==> config.mk <==
export PLATFORM = sky130hd
export DESIGN_NAME = demux_1an_param
export DESIGN_NICKNAME = d
export VERILOG_FILES = /design/src/rtl/demux_1an_param_pkg.sv /design/src/rtl/demux_rr_ptr.sv /design/src/rtl/demux_1an_param.sv
export SDC_FILE = /design/constraint.sdc
export NUM_CORES = 1
export LEC_CHECK = 0
export ABC_AREA = 1
export ABC_CLOCK_PERIOD_IN_PS = 1380
export BUFFER_PORTS_ARGS = -buffer_cell sky130_fd_sc_hd__buf_2
export CAP_MARGIN = 20
export CORE_MARGIN = 3
export CORE_UTILIZATION = 30
export CTS_BUF_LIST = sky130_fd_sc_hd__clkbuf_16
export CTS_CLUSTER_SIZE = 14
export DETAILED_ROUTE_END_ITERATION = 10
export GPL_TIMING_DRIVEN = 0
export SYNTH_ARGS = -nofsm -noshare
export SYNTH_HDL_FRONTEND = slang
export SYNTH_SLANG_ARGS = --single-unit
==> constraint.sdc <==
create_clock -name clk_4f -period 1.38 [get_ports clk_4f]
set_input_delay 0.069 -clock clk_4f [delete_from_list [all_inputs] [get_ports clk_4f]]
set_output_delay 0.069 -clock clk_4f [all_outputs]
set_load 0.01 [all_outputs]
==> src/rtl/demux_1an_param_pkg.sv <==
// Shared definitions for the 1-to-N un-striping demux and its matching mux.
package demux_1an_param_pkg;

  localparam logic MODE_RR  = 1'b0;
  localparam logic MODE_SEL = 1'b1;

  function automatic logic sel_legal(input int sel, input int n_out);
    return sel < n_out;
  endfunction

endpackage

==> src/rtl/demux_rr_ptr.sv <==
// Round-robin lane pointer with explicit wrap, sync realignment and reset priority.
module demux_rr_ptr #(
  parameter  int N_OUT = 4,
  localparam int SEL_W = $clog2(N_OUT)
) (
  input  logic             clk_4f,
  input  logic             reset,
  input  logic             adv,
  input  logic             sync,
  output logic [SEL_W-1:0] ptr
);

  localparam logic [SEL_W-1:0] LAST = SEL_W'(N_OUT - 1);
  localparam logic [SEL_W-1:0] ONE  = SEL_W'(1);

  // Explicit wrap: N_OUT need not be a power of two.
  always_ff @(posedge clk_4f) begin
    if (reset) begin
      ptr <= '0;
    end else if (sync) begin
      ptr <= adv ? ONE : '0;
    end else if (adv) begin
      ptr <= (ptr == LAST) ? '0 : ptr + ONE;
    end
  end

endmodule

==> src/rtl/demux_1an_param.sv <==
// Parametrised 1-to-N byte un-striping demux: round-robin or explicit lane select,
// registered lane outputs, pointer status and illegal-select error pulse.
module demux_1an_param
  import demux_1an_param_pkg::*;
#(
  parameter  int DATA_W = 8,
  parameter  int N_OUT  = 4,
  localparam int SEL_W  = $clog2(N_OUT)
) (
  input  logic                    clk_4f,
  input  logic                    reset,
  input  logic                    valid,
  input  logic [DATA_W-1:0]       data_in,
  input  logic                    mode,
  input  logic [SEL_W-1:0]        sel_in,
  input  logic                    sync,
  output logic [N_OUT-1:0]        validout,
  output logic [N_OUT*DATA_W-1:0] dataout,
  output logic [SEL_W-1:0]        sel_ptr,
  output logic                    err_sel
);

  logic [SEL_W-1:0]        ptr;
  logic [SEL_W-1:0]        target;
  logic                    legal;
  logic                    wr;
  logic [N_OUT-1:0]        hit;
  logic [N_OUT-1:0]        vld_p1;
  logic [N_OUT*DATA_W-1:0] data_p1;
  logic                    err_p1;

  demux_rr_ptr #(.N_OUT(N_OUT)) u_ptr (
    .clk_4f (clk_4f),
    .reset  (reset),
    .adv    (valid & (mode == MODE_RR)),
    .sync   (sync),
    .ptr    (ptr)
  );

  // Lane decode; sync in round-robin forces the word onto lane 0.
  always_comb begin
    target = sel_in;
    legal  = sel_legal(int'(sel_in), N_OUT);
    if (mode == MODE_RR) begin
      target = sync ? '0 : ptr;
      legal  = 1'b1;
    end
    wr  = valid & legal;
    hit = '0;
    for (int k = 0; k < N_OUT; k++) begin
      if (wr && (int'(target) == k)) hit[k] = 1'b1;
    end
  end

  // Stage p1: registered lanes, one-cycle valid and error pulses.
  always_ff @(posedge clk_4f) begin
    if (reset) begin
      vld_p1  <= '0;
      data_p1 <= '0;
      err_p1  <= 1'b0;
    end else begin
      vld_p1 <= hit;
      err_p1 <= valid & ~legal;
      for (int k = 0; k < N_OUT; k++) begin
        if (hit[k]) data_p1[k*DATA_W +: DATA_W] <= data_in;
      end
    end
  end

  assign validout = vld_p1;
  assign dataout  = data_p1;
  assign err_sel  = err_p1;
  assign sel_ptr  = ptr;

endmodule

After elaboration in Yosys (flattened, before gate mapping)
Index checks and enable logic that the tools add are counted.
- flip-flop bits (word level): 38
- bits of input ports: 15
- output and inout bits: 39
- add/sub/neg operators: 1
- eq/ne operators: 4
- muxes and demuxes: 10
- bitwise gates (word level): 2
- reduce and logical (&&, ||, !) cells: 6
- operators with widths (kind ; count):
    $mux W2 ; 5
    $eq A2 B2 Y1 const B ; 3
    $mux W1 ; 5
    $logic_and A1 B1 Y1 ; 4
    $add A2 B1 Y2 const B ; 1
    $eq A2 B1 Y1 const B ; 1
    $logic_not A2 Y1 ; 1
    $reduce_bool A2 Y1 ; 1
    $and A1 B1 Y1 ; 1
    $not A1 Y1 ; 1

Longest topological paths before layout
- word-level depth: 5
- depth in mapped cells: 8
- depth with buffers taken out: 7

Cells and area by module
From an unflattened synthesis, not the netlist that was laid out.
- cell total of the unflattened synthesis: 221
- area total of the unflattened synthesis: 1620.3 µm²
- by module, submodules not included (module ; instances ; cells an instance ; area an instance (µm²)):
    demux_1an_param ; 1 ; 209 ; 1519.0
    demux_rr_ptr ; 1 ; 12 ; 101.3

Worst setup path after synthesis
OpenSTA, ideal clock, no wires.
- path type: register -> register
- start: reg u_ptr.ptr[0]
- end: reg data_p1[13], in the netlist dataout[13]
- library setup time: 0.113 ns
- data arrival time: 1.034 ns
- path slack: 0.233 ns
- cell stages (with the launch flop): 7
- path buffers: 1
- clock period less this slack: 1.147 ns
- cells stage by stage: dfxtp_1 > nand3_4 > nand2_4 > buf_2 > nand4_1 > nand2_1 > nor2_1
- cells in the longest elaborated chain, start to end: 5
- ends and longest elaborated chain (what ; RTL line ; source):
    from (decl) ; demux_rr_ptr.sv:10 ; output logic [SEL_W-1:0] ptr
    from (signal assigned) ; demux_rr_ptr.sv:21 ; ptr <= adv ? ONE : '0;
    from (signal assigned) ; demux_rr_ptr.sv:23 ; ptr <= (ptr == LAST) ? '0 : ptr + ONE;
    $mux W2 ; demux_1an_param.sv:45 ; target = sync ? '0 : ptr;
    $mux W2 ; demux_1an_param.sv:44 ; if (mode == MODE_RR) begin
    $eq A2 B2 Y1 ; demux_1an_param.sv:51 ; if (wr && (int'(target) == k)) hit[k] = 1'b1;
    $logic_and A1 B1 Y1 ; demux_1an_param.sv:51 ;
    $mux W1 ; demux_1an_param.sv:51 ;
    to (signal, indexed assignment) ; demux_1an_param.sv:65 ; if (hit[k]) data_p1[k*DATA_W +: DATA_W] <= data_in;
    to (decl) ; demux_1an_param.sv:29 ; logic [N_OUT*DATA_W-1:0] data_p1;
No other way between the ends.
A chain may end at the register's enable or synchronous reset.

Worst setup path in the final report
- start: reg u_ptr.ptr[0]
- end: reg data_p1[30], in the netlist dataout[30]
- cells in the longest elaborated chain, start to end: 5
- ends and longest elaborated chain (what ; RTL line):
    $mux W2 ; demux_1an_param.sv:45
    $mux W2 ; demux_1an_param.sv:44
    $eq A2 B1 Y1 ; demux_1an_param.sv:51
    $logic_and A1 B1 Y1 ; demux_1an_param.sv:51
    $mux W1 ; demux_1an_param.sv:51
No other way between the ends.

==> results.yml <==
run:
  drv_cap: 0
setup_path:
  rr_worst_depth: 6
  arrival_ns: 1.41
  cp.required_ns: 1.56
  r2r_start: "u_ptr.ptr[0]$_SDFFE_PP0P_"
  r2r-end: "dataout[30]$_SDFFE_PP0P_"
  crit_path_max_fanout: 10
  startpoint_type: "register"
  end_kind: "register"
  critical_path_class: "register to register"
  reg2reg_slack_ns: 0.15
finish:
  layout.nets: 295
  area_delta_synth_final_pct: 29.9
  nFillCells: 590
  antenna_cells: 0
  mostFrequentLayoutCells: "nor2_1 (57), buf_2 (53), nand2_1 (45)"
  final_common_cell: "nor2_1"
  drive_above_1_share_pct: 31.3
  fin_area_sq_mm: 0.00220
  final_util_pct: 41.7
timing:
  hold_violations: 0
  timing.final.ws_setup_ns: 0.151
  max_freq_mhz: 813
  timing.final.crit_share_pct: 89.1
  setup_tns_ns: 0
  drv_slew: 0
  rsz0062_at_grt: "no"
  skew_ns: 0.00153
  finalSetupViolCount: 0
  layout_min_cycle_time_ns: 1.23
clocking:
  cts_num_sinks: 38
  cts_buffer_depth: 2
  hold_buffers: 0
  clk_latency_ns: 0.28
  root_buffer: "clkbuf_16"
  cts_buffers: 5
  path_clk_slew_ns: 0.06
  cts_htree_levels: 2
  cts_resized: 0
  post_cts_buffers: 0
  tritoncts: "done"
drt:
  wl_um: 4190
  first_pass_iters: 4
  drc_errors: 0
  viasPerCell: 4.42
  drtIter0Drc: 64
  ant_nets: 0
  vias: 1552
  wl_per_cell_um: 11.9
status:
  status: "finished, final reports clean"
synth:
  yosysWarnings: 0
  yosysSeqAreaShare_pct: 44.9
  avgSynthCellArea_sq_um: 7.63
  synth_area_sq_mm: 0.00169
  syn_inst: 222
  ys_types: 27
  yosys_register_bits: 38
  synth_fp_nets: 237
power:
  p_comb_share_pct: 13.8
  power.total_mw: 2.86
  seqPwrFrac_pct: 41.7
  power.switching_uw: 708
  p_per_area_mw_per_mm2: 1300
  intPower_mw: 2.15
  p_sw_share_pct: 24.8
  power_frac_clock_pct: 44.4
  ir_worst_vdd_mv: 0.517
  power_leakage_nw: 1.07
worst_hold_path:
  hp-class: "input pin to register"
  holdPathStages: 2
  min_to: "validout[0]$_SDFF_PP0_"
  min_from: "reset"
global_routing:
  overflow: 0
  grt_antenna_before_repair: 0
  grt_max_degree: 12
  grt_pass1_vias: 1409
  track_usage_pct: 13.7
  grt_pass1_wl_um: 6760
placed_design:
  pre_cts_ws_ns: 0.160
  io_buffers: 51
  placed_area_sq_mm: 0.00204
  gp_congestion: 0.757
  hpwl_um: 3120
floorplanning:
  core_sq_mm: 0.00527
  start_util_pct: 32.1
  num_io_pins: 54
  num_rows: 26
  dieHeight_um: 81.1
  die_area_sq_mm: 0.00658
  die_w_um: 81.1
==> synth_stat cells <==
cell	count	area [sq um]
a21oi_1	1	5.00
buf_1	2	7.51
buf_2	2	10.0
buf_4	1	7.51
buf_6	4	45.0
clkbuf_1	3	11.3
clkinv_1	1	3.75
conb_1	1	3.75
dfxtp_1	38	761
inv_1	10	37.5
inv_2	2	7.51
nand2_1	45	169
nand2_2	1	6.26
nand2_4	4	45.0
nand3_1	1	5.00
nand3_2	1	10.0
nand3_4	2	35.0
nand4_1	24	150
nor2_1	57	214
nor2_2	8	50.1
nor2_4	3	33.8
nor2_8	1	20.0
nor3_1	5	25.0
o21ai_0	2	10.0
o21ai_1	1	5.00
or2_2	1	6.26
or2_4	1	8.76
==> metal layers <==
layer / vias to the layer above / track usage, % / share of wire, %
met3: 7 / 3.99 / 6.9
met2: 41 / 21.1 / 45
met5: - / 0 / 0
met4: 0 / 6.42 / 1.9
li1: 823 / - / -
met1: 681 / 17.4 / 46
==> worst max-delay path: stages (launching register included) <==
cell and delay (ns):
dfxtp_1 0.41, nand3_4 0.12, nand2_4 0.13, buf_2 0.23, nand4_1 0.12, nand2_1 0.08, nor2_1 0.04
==> area by class of cell <==
| cell class | count | area, sq um | share of cell area (%) |
|---|---|---|---|
| clock buffer | 5 | 125 | 5.69 |
| tap | 70 | 87.6 | 3.98 |
| multi-input combinational | 159 | 802 | 36.5 |
| timing repair buffer | 51 | 255 | 11.6 |
| buffer | 12 | 81.3 | 3.70 |
| clock inverter | 3 | 37.5 | 1.71 |
| sequential | 38 | 761 | 34.6 |
| inverter | 13 | 48.8 | 2.22 |
==> registers in the layout, indices dropped and copies added (netlist names) <==
name and cells:
dataout 32, validout 4, u_ptr.ptr 2
==> through the flow <==
step	cells	hold slack (ns)
after detailed placement	343	0.307
after CTS	351	0.0142
after global routing	351	0.0230
after global placement	343	0.304
after floorplan	222	0.148
final	351	0.0128
==> power by group through the flow <==
stage,combinational (mW),sequential [mW],clock (mW)
6_report,0.395,1.19,1.27
5_1_grt,0.446,1.20,1.34
4_1_cts,0.400,1.19,1.29
3_5_place_dp,0.397,1.21,0
3_3_place_gp,0.396,1.21,0
2_1_floorplan,0.236,1.24,0
==> how the worst max path moves through the flow <==
stage	slack, ns	to	depth (start not counted)	start
CTS	0.14	dataout[26]$_SDFFE_PP0P_	6	u_ptr.ptr[1]$_SDFFE_PP0P_
detailed placement	0.16	dataout[26]$_SDFFE_PP0P_	6	u_ptr.ptr[1]$_SDFFE_PP0P_
global placement	0.18	dataout[15]$_SDFFE_PP0P_	6	u_ptr.ptr[0]$_SDFFE_PP0P_
floorplan	0.23	dataout[13]$_SDFFE_PP0P_	6	u_ptr.ptr[0]$_SDFFE_PP0P_
finish	0.15	dataout[30]$_SDFFE_PP0P_	6	u_ptr.ptr[0]$_SDFFE_PP0P_
global route	0.02	dataout[26]$_SDFFE_PP0P_	6	u_ptr.ptr[1]$_SDFFE_PP0P_
==> cells by family after synthesis <==
logic type | after synthesis | synth area share [%]
buf+inv | 25 | 7.69
compound gates | 4 | 1.18
flops | 38 | 44.9
other cells | 1 | 0.222
simple gates | 154 | 46.0
No activity file was read; power rests on OpenSTA's default activity.
